**config.mk**
```make
export PLATFORM = sky130hd
export DESIGN_NAME = adder_arbiter
export DESIGN_NICKNAME = d
export VERILOG_FILES = /design/src/rtl/adder_arb_pkg.sv /design/src/rtl/adder_arbiter_prefix_adder.sv /design/src/rtl/adder_arbiter_rr_picker.sv /design/src/rtl/adder_arbiter.sv
export SDC_FILE = /design/constraint.sdc
export NUM_CORES = 1
export LEC_CHECK = 0
export CORE_MARGIN = 3
export CORE_UTILIZATION = 35
export DETAILED_ROUTE_END_ITERATION = 7
export GPL_ROUTABILITY_DRIVEN = 0
export GPL_TIMING_DRIVEN = 0
export PLACE_DENSITY = 0.71
export SETUP_SLACK_MARGIN = 0.02
export SYNTH_ARGS = -nofsm -noshare
export SYNTH_HDL_FRONTEND = slang
export SYNTH_SLANG_ARGS = --single-unit
```
**constraint.sdc**
```tcl
create_clock -name clk -period 4.4 [get_ports clk]
set_input_delay 0.66 -clock clk [delete_from_list [all_inputs] [get_ports clk]]
set_output_delay 0.66 -clock clk [all_outputs]
set_load 0.005 [all_outputs]
```
**src/rtl/adder_arb_pkg.sv**
```systemverilog
// Shared types for the multi-word adder arbiter.
// Word width, word type and arbiter state encoding.
package adder_arb_pkg;

    localparam int WORD_W = 16;

    typedef logic [WORD_W-1:0] word_t;

    typedef enum logic [0:0] {
        ARB_IDLE   = 1'b0,
        ARB_LOCKED = 1'b1
    } arb_state_e;

endpackage

```
**src/rtl/adder_arbiter_prefix_adder.sv**
```systemverilog
// 16-bit Kogge-Stone prefix adder with carry in.
// Carry-in is folded into bit 0 generate so the tree yields true carries.
module PrefixAdder
    import adder_arb_pkg::*;
(
    input  word_t a,
    input  word_t b,
    input  logic  cin,
    output word_t sum
);

    word_t p0, g0;
    word_t p1, g1;
    word_t p2, g2;
    word_t p3, g3;
    word_t g4;

    assign p0 = a ^ b;
    assign g0 = (a & b) | {{(WORD_W-1){1'b0}}, p0[0] & cin};

    assign g1 = g0 | (p0 & (g0 << 1));
    assign p1 = p0 & (p0 << 1);

    assign g2 = g1 | (p1 & (g1 << 2));
    assign p2 = p1 & (p1 << 2);

    assign g3 = g2 | (p2 & (g2 << 4));
    assign p3 = p2 & (p2 << 4);

    assign g4 = g3 | (p3 & (g3 << 8));

    assign sum = p0 ^ {g4[WORD_W-2:0], cin};

endmodule

```
**src/rtl/adder_arbiter_rr_picker.sv**
```systemverilog
// Combinational round-robin search starting just above the pointer.
// The pointer position itself is searched last.
module rr_picker #(
    parameter int N   = 4,
    parameter int IDW = $clog2(N)
) (
    input  logic [N-1:0]   req,
    input  logic [IDW-1:0] ptr,
    output logic [IDW-1:0] winner,
    output logic           any
);

    int t;

    // Walk from farthest to nearest so the nearest hit overwrites.
    always_comb begin
        winner = '0;
        any    = 1'b0;
        t      = 0;
        for (int k = N; k >= 1; k--) begin
            t = int'(ptr) + k;
            if (t >= N) t = t - N;
            if (req[IDW'(t)]) begin
                winner = IDW'(t);
                any    = 1'b1;
            end
        end
    end

endmodule

```
**src/rtl/adder_arbiter.sv**
```systemverilog
// Shares one prefix adder between NREQ multi-word add/sub requesters.
// Grant is round-robin per transaction and held until the last word.
module adder_arbiter
    import adder_arb_pkg::*;
#(
    parameter int NREQ      = 4,
    parameter int MAX_WORDS = 8
) (
    input  logic                     clk,
    input  logic                     reset,
    input  logic [NREQ-1:0]          req_valid,
    output logic [NREQ-1:0]          req_ready,
    input  logic [NREQ*WORD_W-1:0]   req_a,
    input  logic [NREQ*WORD_W-1:0]   req_b,
    input  logic [NREQ-1:0]          req_sub,
    input  logic [NREQ-1:0]          req_last,
    output logic                     rsp_valid,
    input  logic                     rsp_ready,
    output logic [$clog2(NREQ)-1:0]  rsp_id,
    output word_t                    rsp_sum,
    output logic                     rsp_cout,
    output logic                     rsp_ovf,
    output logic                     rsp_last,
    output logic                     rsp_trunc
);

    localparam int   IDW      = $clog2(NREQ);
    localparam int   CNTW     = $clog2(MAX_WORDS + 1);
    localparam logic ONE_WORD = (MAX_WORDS == 1);

    typedef logic [IDW-1:0] id_t;

    arb_state_e      state;
    id_t             ptr;
    id_t             owner;
    id_t             pick;
    id_t             cur;
    logic            pick_any;
    logic [CNTW-1:0] cnt;
    logic            sub_r;
    logic            carry_r;

    word_t a_arr [NREQ];
    word_t b_arr [NREQ];

    logic  idle;
    logic  slot_free;
    logic  grant_ok;
    logic  accept;
    logic  sub_eff;
    logic  cin;
    logic  forced;
    logic  last_word;
    word_t a_w;
    word_t b_w;
    word_t bx;
    word_t sum;
    logic  c15;
    logic  cout;
    logic  ovf;

    for (genvar i = 0; i < NREQ; i++) begin : g_unpack
        assign a_arr[i] = req_a[i*WORD_W +: WORD_W];
        assign b_arr[i] = req_b[i*WORD_W +: WORD_W];
    end

    rr_picker #(
        .N(NREQ)
    ) u_pick (
        .req    (req_valid),
        .ptr    (ptr),
        .winner (pick),
        .any    (pick_any)
    );

    always_comb begin
        idle      = (state == ARB_IDLE);
        slot_free = !rsp_valid || rsp_ready;
        cur       = idle ? pick : owner;
        grant_ok  = idle ? pick_any : 1'b1;
        accept    = slot_free && grant_ok && req_valid[cur];
        req_ready = '0;
        req_ready[cur] = slot_free && grant_ok;
    end

    // Operation is latched on the first word; later words reuse sub_r.
    always_comb begin
        sub_eff   = idle ? req_sub[cur] : sub_r;
        cin       = idle ? sub_eff : carry_r;
        a_w       = a_arr[cur];
        b_w       = b_arr[cur];
        bx        = sub_eff ? ~b_w : b_w;
        forced    = idle ? ONE_WORD
                         : (cnt == CNTW'(MAX_WORDS - 1));
        last_word = req_last[cur] || forced;
    end

    PrefixAdder u_add (
        .a   (a_w),
        .b   (bx),
        .cin (cin),
        .sum (sum)
    );

    // Carry into bit 15 is recovered from the sum bit.
    assign c15  = sum[WORD_W-1] ^ a_w[WORD_W-1] ^ bx[WORD_W-1];
    assign cout = (a_w[WORD_W-1] & bx[WORD_W-1])
                | ((a_w[WORD_W-1] | bx[WORD_W-1]) & c15);
    assign ovf  = last_word
                && (a_w[WORD_W-1] == bx[WORD_W-1])
                && (sum[WORD_W-1] != a_w[WORD_W-1]);

    always_ff @(posedge clk) begin
        if (reset) begin
            state     <= ARB_IDLE;
            ptr       <= id_t'(NREQ - 1);
            owner     <= '0;
            cnt       <= '0;
            sub_r     <= 1'b0;
            carry_r   <= 1'b0;
            rsp_valid <= 1'b0;
            rsp_id    <= '0;
            rsp_sum   <= '0;
            rsp_cout  <= 1'b0;
            rsp_ovf   <= 1'b0;
            rsp_last  <= 1'b0;
            rsp_trunc <= 1'b0;
        end else begin
            if (accept) begin
                carry_r   <= cout;
                rsp_valid <= 1'b1;
                rsp_id    <= cur;
                rsp_sum   <= sum;
                rsp_cout  <= cout;
                rsp_ovf   <= ovf;
                rsp_last  <= last_word;
                rsp_trunc <= forced && !req_last[cur];
                if (idle) begin
                    owner <= cur;
                    sub_r <= req_sub[cur];
                    cnt   <= CNTW'(1);
                end else begin
                    cnt <= cnt + CNTW'(1);
                end
                if (last_word) begin
                    ptr   <= cur;
                    state <= ARB_IDLE;
                end else begin
                    state <= ARB_LOCKED;
                end
            end else if (rsp_ready) begin
                rsp_valid <= 1'b0;
            end
        end
    end

endmodule

```
==> summary.md, run 1 <==
| Metric | Value |
|---|---|
| GR Util All Layers | 23.2% |
| Final antenna-violating net count | 0 |
| H-tree levels | 2 |
| Outcome | complete, no violations |
| Number of max-capacitance violations reported | 0 |
| Syn. warnings | 0 |
| Dominant combinational cell family by area after synthesis | simple AND/OR/NAND/NOR gates |
| Cell Area, Synth | 3410 µm² |
| Clock input transition at the sequential cells of the worst setup and hold paths | 80 ps |
| Chain of cells forming the critical path | buf_2, or2_4, a311oi_4, o21a_2, nor2_4, buf_8, buf_8, buf_4, buf_4, nand2_1, and3_1, a31oi_1, ha_2, a21o_1, a21oi_4, nor4b_2, nand3_1, o21ai_1, nor3b_1, a2111oi_1, nand2_1 |
| Synth Area in Compound Gates | 22.1% |
| Element type at the critical path end | flop |
| Maximum operating frequency | 237 MHz |
| Cell-internal power | 2.59 mW |
| DP HPWL | 10,700 µm |
| Residual overflow from global routing | 0 |
| Worst reg-to-reg setup slack | 250 ps |
| Inserted Diodes | 0 |
| Synth area leaders | sky130_fd_sc_hd__dfxtp_1, sky130_fd_sc_hd__nand2_1, sky130_fd_sc_hd__nor2_1 |
| Setup repair after global routing missed its margin | false |
| Critical Path Fanout Max | 7 |
| Slew HR | 55.1% |
| Signal arrival time at the worst endpoint | 4400 ps |
| Endpoints failing setup | 0 |
| Longest individual stage delay on the worst path | 460 ps |
| Reg-to-reg endpoint | rsp_sum[15]$_SDFFE_PP0P_ |
| Combinational group share of total power | 87.0% |
| Vias in the first global route | 4,459 |
| Max Root-Sink Buffers | 2 |
| Num ports | 170 |
| Drt pass-1 iters | 5 |
| Number of cells produced by synthesis | 541 |
| Switching part of the total power | 50.7% |
| Fraction of power consumed by sequential logic | 8.5% |
| Number of clock sinks | 33 |
| Initial cell density of the core | 36.4% |
| Clock Power Share | 4.4% |
| Antenna violations before repair | 0 |
| Share of the clock period used by the worst path after layout | 95.9% |
| Num CTS Buffers | 5 |
| Max-slew violation count | 0 |
| Worst setup path class | in2reg |
| Leakage Power | 2.42 nW |
| Crit path launch type | input pin |
| Number of synthesized flops with an enable pin | 0 |
| CTS tree | yes |
| Total net switching power | 2.66 mW |
| Simple logic cell fraction of the synthesized area | 37.5% |
| Overall die width | 105 µm |
| Syn-to-layout area delta | 69.8% |
| Clock period minus final worst setup slack | 4220 ps |
| Arithmetic-cell share of the synthesized area counting full adders, half adders and majority gates | 6.68% |
| Flop and latch count out of synthesis | 33 |
| Cell chosen for the clock root | sky130_fd_sc_hd__clkbuf_8 |
| R2R depth | 19 |
| Share of the synthesized area in the top cell type | 19.4% |
| Cell taking the most area after synthesis | sky130_fd_sc_hd__dfxtp_1 |
| Core Rows | 35 |
| Required time of the critical path | 4580 ps |
| Top flip-flop cell by instance count after synthesis | sky130_fd_sc_hd__dfxtp_1 |
| Origin of the worst setup path | req_valid[0] |
| Number of different library cells in the post-synthesis netlist | 51 |
| Fraction of layout cells with a size suffix above 1 | 13.4% |
| Total detailed-routing wirelength | 13,300 µm |
| Launch point of the worst reg-to-reg path | state$_SDFFE_PP0P_ |
| Share of flip-flops with an asynchronous set or reset | 0% |
| Number of vias after detailed routing | 4,472 |
| First-pass GRT wire length | 21,000 µm |
| Worst min path class | reg2reg |
| Master of the slowest instance on the critical path | sky130_fd_sc_hd__a2111oi_1 |
| Hold_ws | 452 ps |
| Per-cell routed wire length | 15.3 µm |
| Final-report hold violation count | 0 |
| Number of remaining DRC errors | 0 |
| Die extent in y | 105 µm |
| Via-to-Cell Ratio | 5.15 |
| Setup Skew | 9.61 ps |
| Insertion delay to the later sink of the worst-skew pair | 300 ps |
| Pin count of the biggest net entering global routing | 12 |
| Port Buffer Count | 169 |
| Mean area per synthesized cell | 6.30 µm² |
| Xor/xnor cell area share of the yosys netlist | 6.93% |
| Net total in the final layout | 899 |
| CP Capture Point | rsp_sum[15]$_SDFFE_PP0P_ |
| Tot Pwr | 5.26 mW |
| Full die area | 11,000 µm² |
| Sequential-to-total area share from yosys stat | 19.4% |
| Total nets after synthesis | 701 |
| Worst-margin pin slew | 670 ps |
| Area of the core region | 9370 µm² |
| Maximum VDD drop | 0.000535 V |
| First-iteration detailed-routing DRC count | 178 |
| Fraction of synthesized area in multiplexers | 2.09% |
| Areal power density over the cells | 908 nW/µm² |
==> sequential cells by signal, indices dropped and copies added (netlist names) <==
signal and cells:
state 1, rsp_valid 1, rsp_ovf 1, cnt 4, rsp_trunc 1, rsp_last 1
owner 2, ptr 2, rsp_sum 16, carry_r 1, rsp_id 2, sub_r 1
==> worst min path at each step <==
stage / start / end / cells past startpoint
after global placement: rsp_trunc$_SDFFE_PP0P_ / rsp_trunc$_SDFFE_PP0P_ / 2
after floorplan: cnt[1]$_SDFFE_PP0P_ / cnt[1]$_SDFFE_PP0P_ / 2
after CTS: rsp_trunc$_SDFFE_PP0P_ / rsp_trunc$_SDFFE_PP0P_ / 2
after global routing: rsp_sum[11]$_SDFFE_PP0P_ / rsp_sum[11]$_SDFFE_PP0P_ / 2
final: rsp_trunc$_SDFFE_PP0P_ / rsp_trunc$_SDFFE_PP0P_ / 2
after detailed placement: rsp_trunc$_SDFFE_PP0P_ / rsp_trunc$_SDFFE_PP0P_ / 2
==> placed cells by master, fill, tap and decap left out, types with 5 or more instances in the layout <==
cell type                         Yosys  routed
sky130_fd_sc_hd__and3_1              20      20
sky130_fd_sc_hd__a21o_1               6       6
sky130_fd_sc_hd__inv_1               10       9
sky130_fd_sc_hd__ha_1                15      13
sky130_fd_sc_hd__a21oi_2              1       7
sky130_fd_sc_hd__a21oi_1             34      27
sky130_fd_sc_hd__xor2_1              16      15
sky130_fd_sc_hd__a211oi_1             7       7
sky130_fd_sc_hd__a31oi_1             17      16
sky130_fd_sc_hd__buf_2                6       7
sky130_fd_sc_hd__nand2_1            128     126
sky130_fd_sc_hd__nor2b_1              6       6
sky130_fd_sc_hd__clkdlybuf4s50_1      0     165
sky130_fd_sc_hd__clkbuf_2             0       7
sky130_fd_sc_hd__nand3_1             34      33
sky130_fd_sc_hd__nor2_1              79      77
sky130_fd_sc_hd__o21ai_0             34      26
sky130_fd_sc_hd__xnor2_1             11       9
sky130_fd_sc_hd__clkbuf_8             0       6
sky130_fd_sc_hd__clkbuf_1            19       7
sky130_fd_sc_hd__o21ai_1              4      10
sky130_fd_sc_hd__buf_4                0      25
sky130_fd_sc_hd__nand2b_1             6       5
sky130_fd_sc_hd__dfxtp_1             33      33
==> synth_stat cells, types with 2 or more instances <==
master / n
sky130_fd_sc_hd__nand2_1: 128
sky130_fd_sc_hd__nor2_1: 79
sky130_fd_sc_hd__a21oi_1: 34
sky130_fd_sc_hd__nand3_1: 34
sky130_fd_sc_hd__o21ai_0: 34
sky130_fd_sc_hd__dfxtp_1: 33
sky130_fd_sc_hd__and3_1: 20
sky130_fd_sc_hd__clkbuf_1: 19
sky130_fd_sc_hd__a31oi_1: 17
sky130_fd_sc_hd__xor2_1: 16
sky130_fd_sc_hd__ha_1: 15
sky130_fd_sc_hd__xnor2_1: 11
sky130_fd_sc_hd__inv_1: 10
sky130_fd_sc_hd__a211oi_1: 7
sky130_fd_sc_hd__a21o_1: 6
sky130_fd_sc_hd__buf_2: 6
sky130_fd_sc_hd__mux2i_1: 6
sky130_fd_sc_hd__nand2b_1: 6
sky130_fd_sc_hd__nor2b_1: 6
sky130_fd_sc_hd__buf_1: 5
sky130_fd_sc_hd__nor3_1: 4
sky130_fd_sc_hd__o21ai_1: 4
sky130_fd_sc_hd__a211o_1: 3
sky130_fd_sc_hd__nor3b_1: 3
sky130_fd_sc_hd__o21a_1: 3
sky130_fd_sc_hd__buf_6: 2
sky130_fd_sc_hd__fa_1: 2
sky130_fd_sc_hd__nor4b_1: 2
sky130_fd_sc_hd__o21bai_1: 2
sky130_fd_sc_hd__or2_1: 2
sky130_fd_sc_hd__or2_2: 2
==> cell families (layout without fill, tap and decap cells) <==
group,after synthesis,in the layout
AND/OR/NAND/NOR,292,292
AO/OA/AOI/OAI,123,123
buffers and inverters,42,241
flip-flops,33,33
XOR/XNOR,27,27
adder cells (fa/ha/maj),17,17
multiplexers,7,7
==> timing repair <==
action	CTS	global route
endpoints found under the setup margin	19	10
buffers inserted	9	14
pin swaps	9	25
resized for setup	63	47
hold buffers	0	0
==> worst max-delay path: cells and delay by family <==
family | cells | cell delay [ps]
compound gates | 7 | 1600
fa+ha+maj | 1 | 400
buf+inv | 5 | 660
simple gates | 8 | 1070
==> cell type report <==
| cell class | instances | area [µm²] |
|---|---|---|
| fill | 901 | 3580 |
| multi-input combinational | 466 | 2750 |
| timing repair buffer | 192 | 1870 |
| sequential | 33 | 661 |
| buffer | 31 | 231 |
| tap | 129 | 161 |
| clock buffer | 5 | 68.8 |
| inverter | 10 | 37.5 |
| clock inverter | 3 | 17.5 |
==> power groups by stage <==
stage	sequential [mW]	combinational (mW)	clock (mW)
floorplan	0.444	2.74	0
global placement	0.447	3.76	0
detailed placement	0.450	3.83	0
CTS	0.447	4.15	0.234
global route	0.461	5.00	0.246
finish	0.449	4.58	0.233
==> through the flow <==
| stage | instances | setup TNS, ps | setup WS, ps | util [%] | cell area [µm²] |
|---|---|---|---|---|---|
| floorplan | 541 | 0 | 40.6 | - | 3410 |
| global placement | 839 | -15820 | -1400 | 56.2 | 5260 |
| detailed placement | 839 | -18230 | -1480 | 56.2 | 5260 |
| CTS | 856 | 0 | 38.6 | 59.7 | 5590 |
| global route | 869 | 0 | 20.6 | 61.8 | 5790 |
| finish | 869 | 0 | 182 | 61.8 | 5790 |
==> layer usage <==
layer / GRT usage, % / part of all wire [%] / vias to the layer above
li1: - / - / 2246
met1: 28.1 / 41 / 2018
met2: 40.5 / 48 / 177
met3: 4.32 / 7.6 / 31
met4: 9.28 / 3.3 / 0
met5: 0 / 0 / -
Note: power is estimated with default switching activity, not from simulation.
==> run 2, diff against run 1 <==
--- a/config.mk
+++ b/config.mk
@@ -8,10 +8,10 @@
 export CORE_MARGIN = 3
 export CORE_UTILIZATION = 35
 export DETAILED_ROUTE_END_ITERATION = 7
-export GPL_ROUTABILITY_DRIVEN = 0
 export GPL_TIMING_DRIVEN = 0
 export PLACE_DENSITY = 0.71
 export SETUP_SLACK_MARGIN = 0.02
+export SLEW_MARGIN = 15
 export SYNTH_ARGS = -nofsm -noshare
 export SYNTH_HDL_FRONTEND = slang
 export SYNTH_SLANG_ARGS = --single-unit
==> run 2 against run 1 <==
Clock power down 4%. Via count down 0.45%. Largest cell class unchanged. Clock skew down 2.8 ps. Non-clock buffer count shrank 10. Largest power group unchanged. Register-to-register slack got worse by 40 ps. Die area unchanged. Global-route usage down 0.42 points. Critical endpoint is now rsp_sum[10]$_SDFFE_PP0P_.
==> summary.md, run 2 (same netlist as run 1, synthesis figures left out) <==
| Metric | Value |
|---|---|
| Leakage Power | 2.36 nW |
| H-tree levels | 2 |
| CTS tree | yes |
| Final estimated routing congestion in global placement | 0.879 |
| Worst setup path class | in2reg |
| Hold_ws | 448 ps |
| Fraction of layout cells with a size suffix above 1 | 11.5% |
| Max Root-Sink Buffers | 2 |
| Worst-margin pin slew | 647 ps |
| Max-slew violation count | 0 |
| Register ranked first by flip-flop count | rsp_sum |
| Cell chosen for the clock root | sky130_fd_sc_hd__clkbuf_8 |
| Share of the clock period used by the worst path after layout | 97.8% |
| Commonest cells after routing, fill and taps aside | sky130_fd_sc_hd__clkdlybuf4s50_1, sky130_fd_sc_hd__nand2_1, sky130_fd_sc_hd__nor2_1 |
| Number of remaining DRC errors | 0 |
| Antenna violations before repair | 0 |
| Areal power density over the cells | 897 nW/µm² |
| Vias in the first global route | 4,315 |
| Clock period minus final worst setup slack | 4300 ps |
| Endpoints failing setup | 0 |
| First-pass GRT wire length | 20,600 µm |
| Residual overflow from global routing | 0 |
| Total detailed-routing wirelength | 13,200 µm |
| Required time of the critical path | 4620 ps |
| Drt pass-1 iters | 5 |
| Setup Skew | 6.77 ps |
| Number of max-capacitance violations reported | 0 |
| Port Buffer Count | 169 |
| Syn-to-layout area delta | 65.9% |
| Worst setup slack after placement | -1450 ps |
| Worst min path class | reg2reg |
| DP HPWL | 10,700 µm |
| Top Registers | rsp_sum (16), cnt (4) |
| Insertion delay to the later sink of the worst-skew pair | 290 ps |
| Inserted Diodes | 0 |
| Pin count of the biggest net entering global routing | 12 |
| Initial cell density of the core | 36.4% |
| Final-report hold violation count | 0 |
| GR Util All Layers | 22.8% |
| Area used by sequential logic in the layout | 661 µm² |
| Maximum VDD drop | 0.000457 V |
| Area of the multi-input gates | 2720 µm² |
| First-iteration detailed-routing DRC count | 266 |
| Per-cell routed wire length | 15.3 µm |
| Fin worst setup slack | 96.5 ps |
| Final antenna-violating net count | 0 |
| Overall die width | 105 µm |
| Outcome | complete, no violations |
| Maximum operating frequency | 232 MHz |
| Num ports | 170 |
| Area of the core region | 9370 µm² |
| Commonest non-fill, non-tap cell in the layout | sky130_fd_sc_hd__clkdlybuf4s50_1 |
| Slew HR | 56.7% |
| Die extent in y | 105 µm |
| Number of vias after detailed routing | 4,452 |
| Number of clock sinks | 33 |
| Flip-flop count of the largest register, all copies and words added | 16 |
| Via-to-Cell Ratio | 5.18 |
| Clock input transition at the sequential cells of the worst setup and hold paths | 70 ps |
| Element type at the critical path end | flop |
| Signal arrival time at the worst endpoint | 4520 ps |
| Net total in the final layout | 889 |
| Crit path launch type | input pin |
| Full die area | 11,000 µm² |
| Num CTS Buffers | 5 |
| FILL cells | 904 |
| Critical Path Fanout Max | 7 |
| Core Rows | 35 |
## run 2: path summary, 6_finish.rpt
check,startpoint,slack [ps],cells past startpoint,end
min,rsp_sum[3]$_SDFFE_PP0P_,450,2,rsp_sum[3]$_SDFFE_PP0P_
max,req_valid[1],100,23,rsp_sum[10]$_SDFFE_PP0P_
min reg2reg,rsp_sum[3]$_SDFFE_PP0P_,450,2,rsp_sum[3]$_SDFFE_PP0P_
max reg2reg,state$_SDFFE_PP0P_,210,21,rsp_sum[10]$_SDFFE_PP0P_
## run 2: timing repair
item                                    4_1_cts  5_1_grt
endpoints found under the setup margin       19        9
pin swaps                                     6       21
gates resized for setup                      61       37
buffers inserted                              8        5
hold buffers                                  0        0
endpoints found under the hold margin         0        0
## run 2: metal layers
| layer | GRT usage [%] | part of all wire [%] | wire [µm] |
|---|---|---|---|
| met1 | 28.9 | 42 | 5500 |
| met2 | 39.7 | 49 | 6450 |
| met3 | 4.20 | 7.5 | 986 |
| met4 | 6.28 | 1.8 | 234 |
| met5 | 0 | 0 | 0 |
## run 2: through the flow
step	cells	area, µm²	util (%)	total power, mW	TNS, ps
global route	859	5660	60.4	5.52	-34.7
detailed placement	839	5260	56.2	4.27	-16870
CTS	855	5560	59.3	4.76	0
floorplan	541	3410	-	3.19	0
finish	859	5660	60.4	5.07	0
global placement	839	5260	56.2	4.22	-16140
## run 2: worst max-delay path, stage by stage
cell	delay, ps
sky130_fd_sc_hd__buf_4	130
sky130_fd_sc_hd__or2_4	260
sky130_fd_sc_hd__a311oi_4	380
sky130_fd_sc_hd__o21a_2	240
sky130_fd_sc_hd__nor2_4	60
sky130_fd_sc_hd__buf_8	150
sky130_fd_sc_hd__buf_8	130
sky130_fd_sc_hd__nand2_2	60
sky130_fd_sc_hd__nand3_2	90
sky130_fd_sc_hd__o21ai_4	100
sky130_fd_sc_hd__xnor2_4	140
sky130_fd_sc_hd__fa_2	260
sky130_fd_sc_hd__inv_2	50
sky130_fd_sc_hd__fa_2	370
sky130_fd_sc_hd__a21o_1	180
sky130_fd_sc_hd__a21o_1	180
sky130_fd_sc_hd__a21o_1	190
sky130_fd_sc_hd__a21oi_2	170
sky130_fd_sc_hd__o21bai_1	90
sky130_fd_sc_hd__a21oi_1	170
sky130_fd_sc_hd__xnor2_1	190
sky130_fd_sc_hd__nand2_1	140
sky130_fd_sc_hd__a21oi_2	120
## run 2: layout make-up
class	count	area share (%)
Sequential cell	33	11.7
Tap cell	129	2.85
Clock inverter	3	0.310
Clock buffer	5	1.22
Timing Repair Buffer	182	31.4
Inverter	10	0.663
Multi-Input combinational cell	466	48.0
Buffer	31	3.91
## run 2: power by group
group	leakage [nW]	switching, mW	internal [mW]
clock	0.0439	0.115	0.109
combinational	2.04	2.44	1.96
sequential	0.271	0.0571	0.390
==> run 3, diff against run 2 <==
--- a/config.mk
+++ b/config.mk
@@ -5,11 +5,13 @@
 export SDC_FILE = /design/constraint.sdc
 export NUM_CORES = 1
 export LEC_CHECK = 0
+export CELL_PAD_IN_SITES_DETAIL_PLACEMENT = 2
+export CELL_PAD_IN_SITES_GLOBAL_PLACEMENT = 2
 export CORE_MARGIN = 3
-export CORE_UTILIZATION = 35
+export CORE_UTILIZATION = 18
 export DETAILED_ROUTE_END_ITERATION = 7
 export GPL_TIMING_DRIVEN = 0
-export PLACE_DENSITY = 0.71
+export PLACE_DENSITY = 0.74
 export SETUP_SLACK_MARGIN = 0.02
 export SLEW_MARGIN = 15
 export SYNTH_ARGS = -nofsm -noshare
==> run 3 against run 2 <==
Clock skew down 2.4 ps. Via count increased by 3.0%. Hold slack gained 8.0 ps. Die area increased by 88%. Global-route usage shrank 5.4 points. Register-to-register slack is essentially flat. Core utilization fell by 27 points. Non-clock buffer count rose by 13. Wire length increased by 40%. First-iteration DRC count fell by 35%. Final cell count grew 13%. Critical path depth stayed put.
==> summary.md, run 3 (same netlist as run 1, synthesis figures left out) <==
| Metric | Value |
|---|---|
| Outcome | complete, no violations |
| Total detailed-routing wirelength | 18,500 µm |
| Final estimated routing congestion in global placement | 0.823 |
| Die extent in y | 144 µm |
| First-iteration detailed-routing DRC count | 172 |
| Flip-flop count of the largest register, all copies and words added | 16 |
| Fraction of layout cells with a size suffix above 1 | 14.7% |
| Worst reg-to-reg setup slack | 210 ps |
| GR Util All Layers | 17.4% |
| Required time of the critical path | 4610 ps |
| WL met1 | 7680 µm |
| Max layer used | met4 |
| Area used by sequential logic in the layout | 661 µm² |
| Element type at the critical path end | flop |
| Clock period minus final worst setup slack | 4300 ps |
| Number of buffers added to fix hold violations after cts | 0 |
| Clock input transition at the sequential cells of the worst setup and hold paths | 50 ps |
| Max-slew violation count | 0 |
| DP HPWL | 14,900 µm |
| Full die area | 20,600 µm² |
| Top Registers | rsp_sum (16), cnt (4) |
| Overall die width | 144 µm |
| Worst min path class | reg2reg |
| Number of vias after detailed routing | 4,585 |
| Num ports | 170 |
| Initial cell density of the core | 18.7% |
| Number of cells after detailed placement | 939 |
| Leakage Power | 2.53 nW |
| Worst-margin pin slew | 728 ps |
| Layout Cells excl Fill | 972 |
| First-pass GRT wire length | 28,400 µm |
| Max Root-Sink Buffers | 2 |
| Per-cell routed wire length | 19.0 µm |
| Final-report hold violation count | 0 |
| Drt pass-1 iters | 4 |
| Share of the clock period used by the worst path after layout | 97.8% |
| Number of max-capacitance violations reported | 0 |
| Detailed-routed wire length on met2 | 9460 µm |
| Antenna violations before repair | 0 |
| Register ranked first by flip-flop count | rsp_sum |
| Number of clock sinks | 33 |
| Slew HR | 51.3% |
| Total negative slack | 0 ps |
| Worst setup path class | in2reg |
| Pin count of the biggest net entering global routing | 11 |
| Setup repair after global routing missed its margin | true |
| FILL cells | 2,135 |
| Commonest cells after routing, fill and taps aside | sky130_fd_sc_hd__clkdlybuf4s50_1, sky130_fd_sc_hd__nand2_1, sky130_fd_sc_hd__nor2_1 |
| Area of the multi-input gates | 2820 µm² |
| Core Rows | 49 |
| Insertion delay to the later sink of the worst-skew pair | 280 ps |
| Number of remaining DRC errors | 0 |
| Setup Skew | 4.35 ps |
| Num CTS Buffers | 5 |
| CTS tree | yes |
| Maximum VDD drop | 0.000286 V |
| Crit path launch type | input pin |
| Residual overflow from global routing | 0 |
| Signal arrival time at the worst endpoint | 4510 ps |
| H-tree levels | 2 |
| Final antenna-violating net count | 0 |
| Endpoints failing setup | 0 |
| Port Buffer Count | 169 |
| Hold_ws | 456 ps |
| Cell chosen for the clock root | sky130_fd_sc_hd__clkbuf_16 |
| Syn-to-layout area delta | 80.9% |
| Commonest non-fill, non-tap cell in the layout | sky130_fd_sc_hd__clkdlybuf4s50_1 |
| Wire length on met3 | 961 µm |
| Inserted Diodes | 0 |
| Maximum operating frequency | 232 MHz |
| Area of the core region | 18,300 µm² |
| Via-to-Cell Ratio | 4.72 |
| Vias in the first global route | 5,198 |
| Critical Path Fanout Max | 7 |
| Areal power density over the cells | 953 nW/µm² |
| Net total in the final layout | 902 |
[run 3: worst paths after layout]
check / depth (start not counted) / from / endpoint
worst min register to register: 2 / rsp_sum[6]$_SDFFE_PP0P_ / rsp_sum[6]$_SDFFE_PP0P_
worst min-delay path: 2 / rsp_sum[6]$_SDFFE_PP0P_ / rsp_sum[6]$_SDFFE_PP0P_
worst max-delay path: 23 / req_valid[0] / rsp_sum[10]$_SDFFE_PP0P_
worst max register to register: 22 / ptr[1]$_SDFFE_PP1P_ / rsp_sum[10]$_SDFFE_PP0P_
[run 3: area by class of cell]
cell class / count / share of cell area (%)
plain buffers: 32 / 4.60
clock buffers: 7 / 2.31
clock inverters: 1 / 0.487
inverters: 10 / 0.608
multi-input cells: 466 / 45.6
flip-flops and latches: 33 / 10.7
well taps: 229 / 4.64
repair buffers: 194 / 31.0
[run 3: through the flow]
stage                     setup WS (ps)  area (µm²)  power, mW  utilization, %
after global routing               -128        6170       6.43            33.8
after CTS                          67.7        5920       5.57            32.4
after floorplan                    40.6        3410       3.19               -
after detailed placement          -2030        5390       4.61            29.5
after global placement            -1720        5390       4.40            29.5
final                              95.4        6170       5.88            33.8
[run 3: repair_timing]
item | in CTS | in global routing
setup endpoints to repair | 21 | 10
pin swaps | 17 | 28
resized for setup | 95 | 40
setup buffers | 10 | 14
hold endpoints to repair | 0 | 0
cloned | 0 | 1
[run 3: report_power, final]
group          total [mW]  switching (mW)  internal [mW]
Sequential          0.457          0.0654          0.391
Combinational        5.01            2.77           2.24
Clock               0.413           0.130          0.283
[run 3: routing by layer]
metal	global-route usage, %	vias to the layer above
li1	-	2253
met1	21.1	2193
met2	31.4	117
met3	3.46	22
met4	4.41	0
met5	0	-
[run 3: critical path, cell delays in order]
cell and delay, ps:
sky130_fd_sc_hd__buf_8 100, sky130_fd_sc_hd__or2_4 260, sky130_fd_sc_hd__a311oi_4 390, sky130_fd_sc_hd__o21a_2 250, sky130_fd_sc_hd__nor2_4 70, sky130_fd_sc_hd__buf_8 160
sky130_fd_sc_hd__clkbuf_16 150, sky130_fd_sc_hd__nand2_4 60, sky130_fd_sc_hd__nand3_4 70, sky130_fd_sc_hd__o21ai_4 90, sky130_fd_sc_hd__xnor2_4 150, sky130_fd_sc_hd__fa_2 260
sky130_fd_sc_hd__inv_2 50, sky130_fd_sc_hd__fa_2 330, sky130_fd_sc_hd__a21o_1 170, sky130_fd_sc_hd__a21o_1 190, sky130_fd_sc_hd__a21o_1 220, sky130_fd_sc_hd__a21oi_2 190
sky130_fd_sc_hd__o21bai_1 110, sky130_fd_sc_hd__a21oi_2 180, sky130_fd_sc_hd__xnor2_2 140, sky130_fd_sc_hd__nand2_1 100, sky130_fd_sc_hd__a21oi_2 140
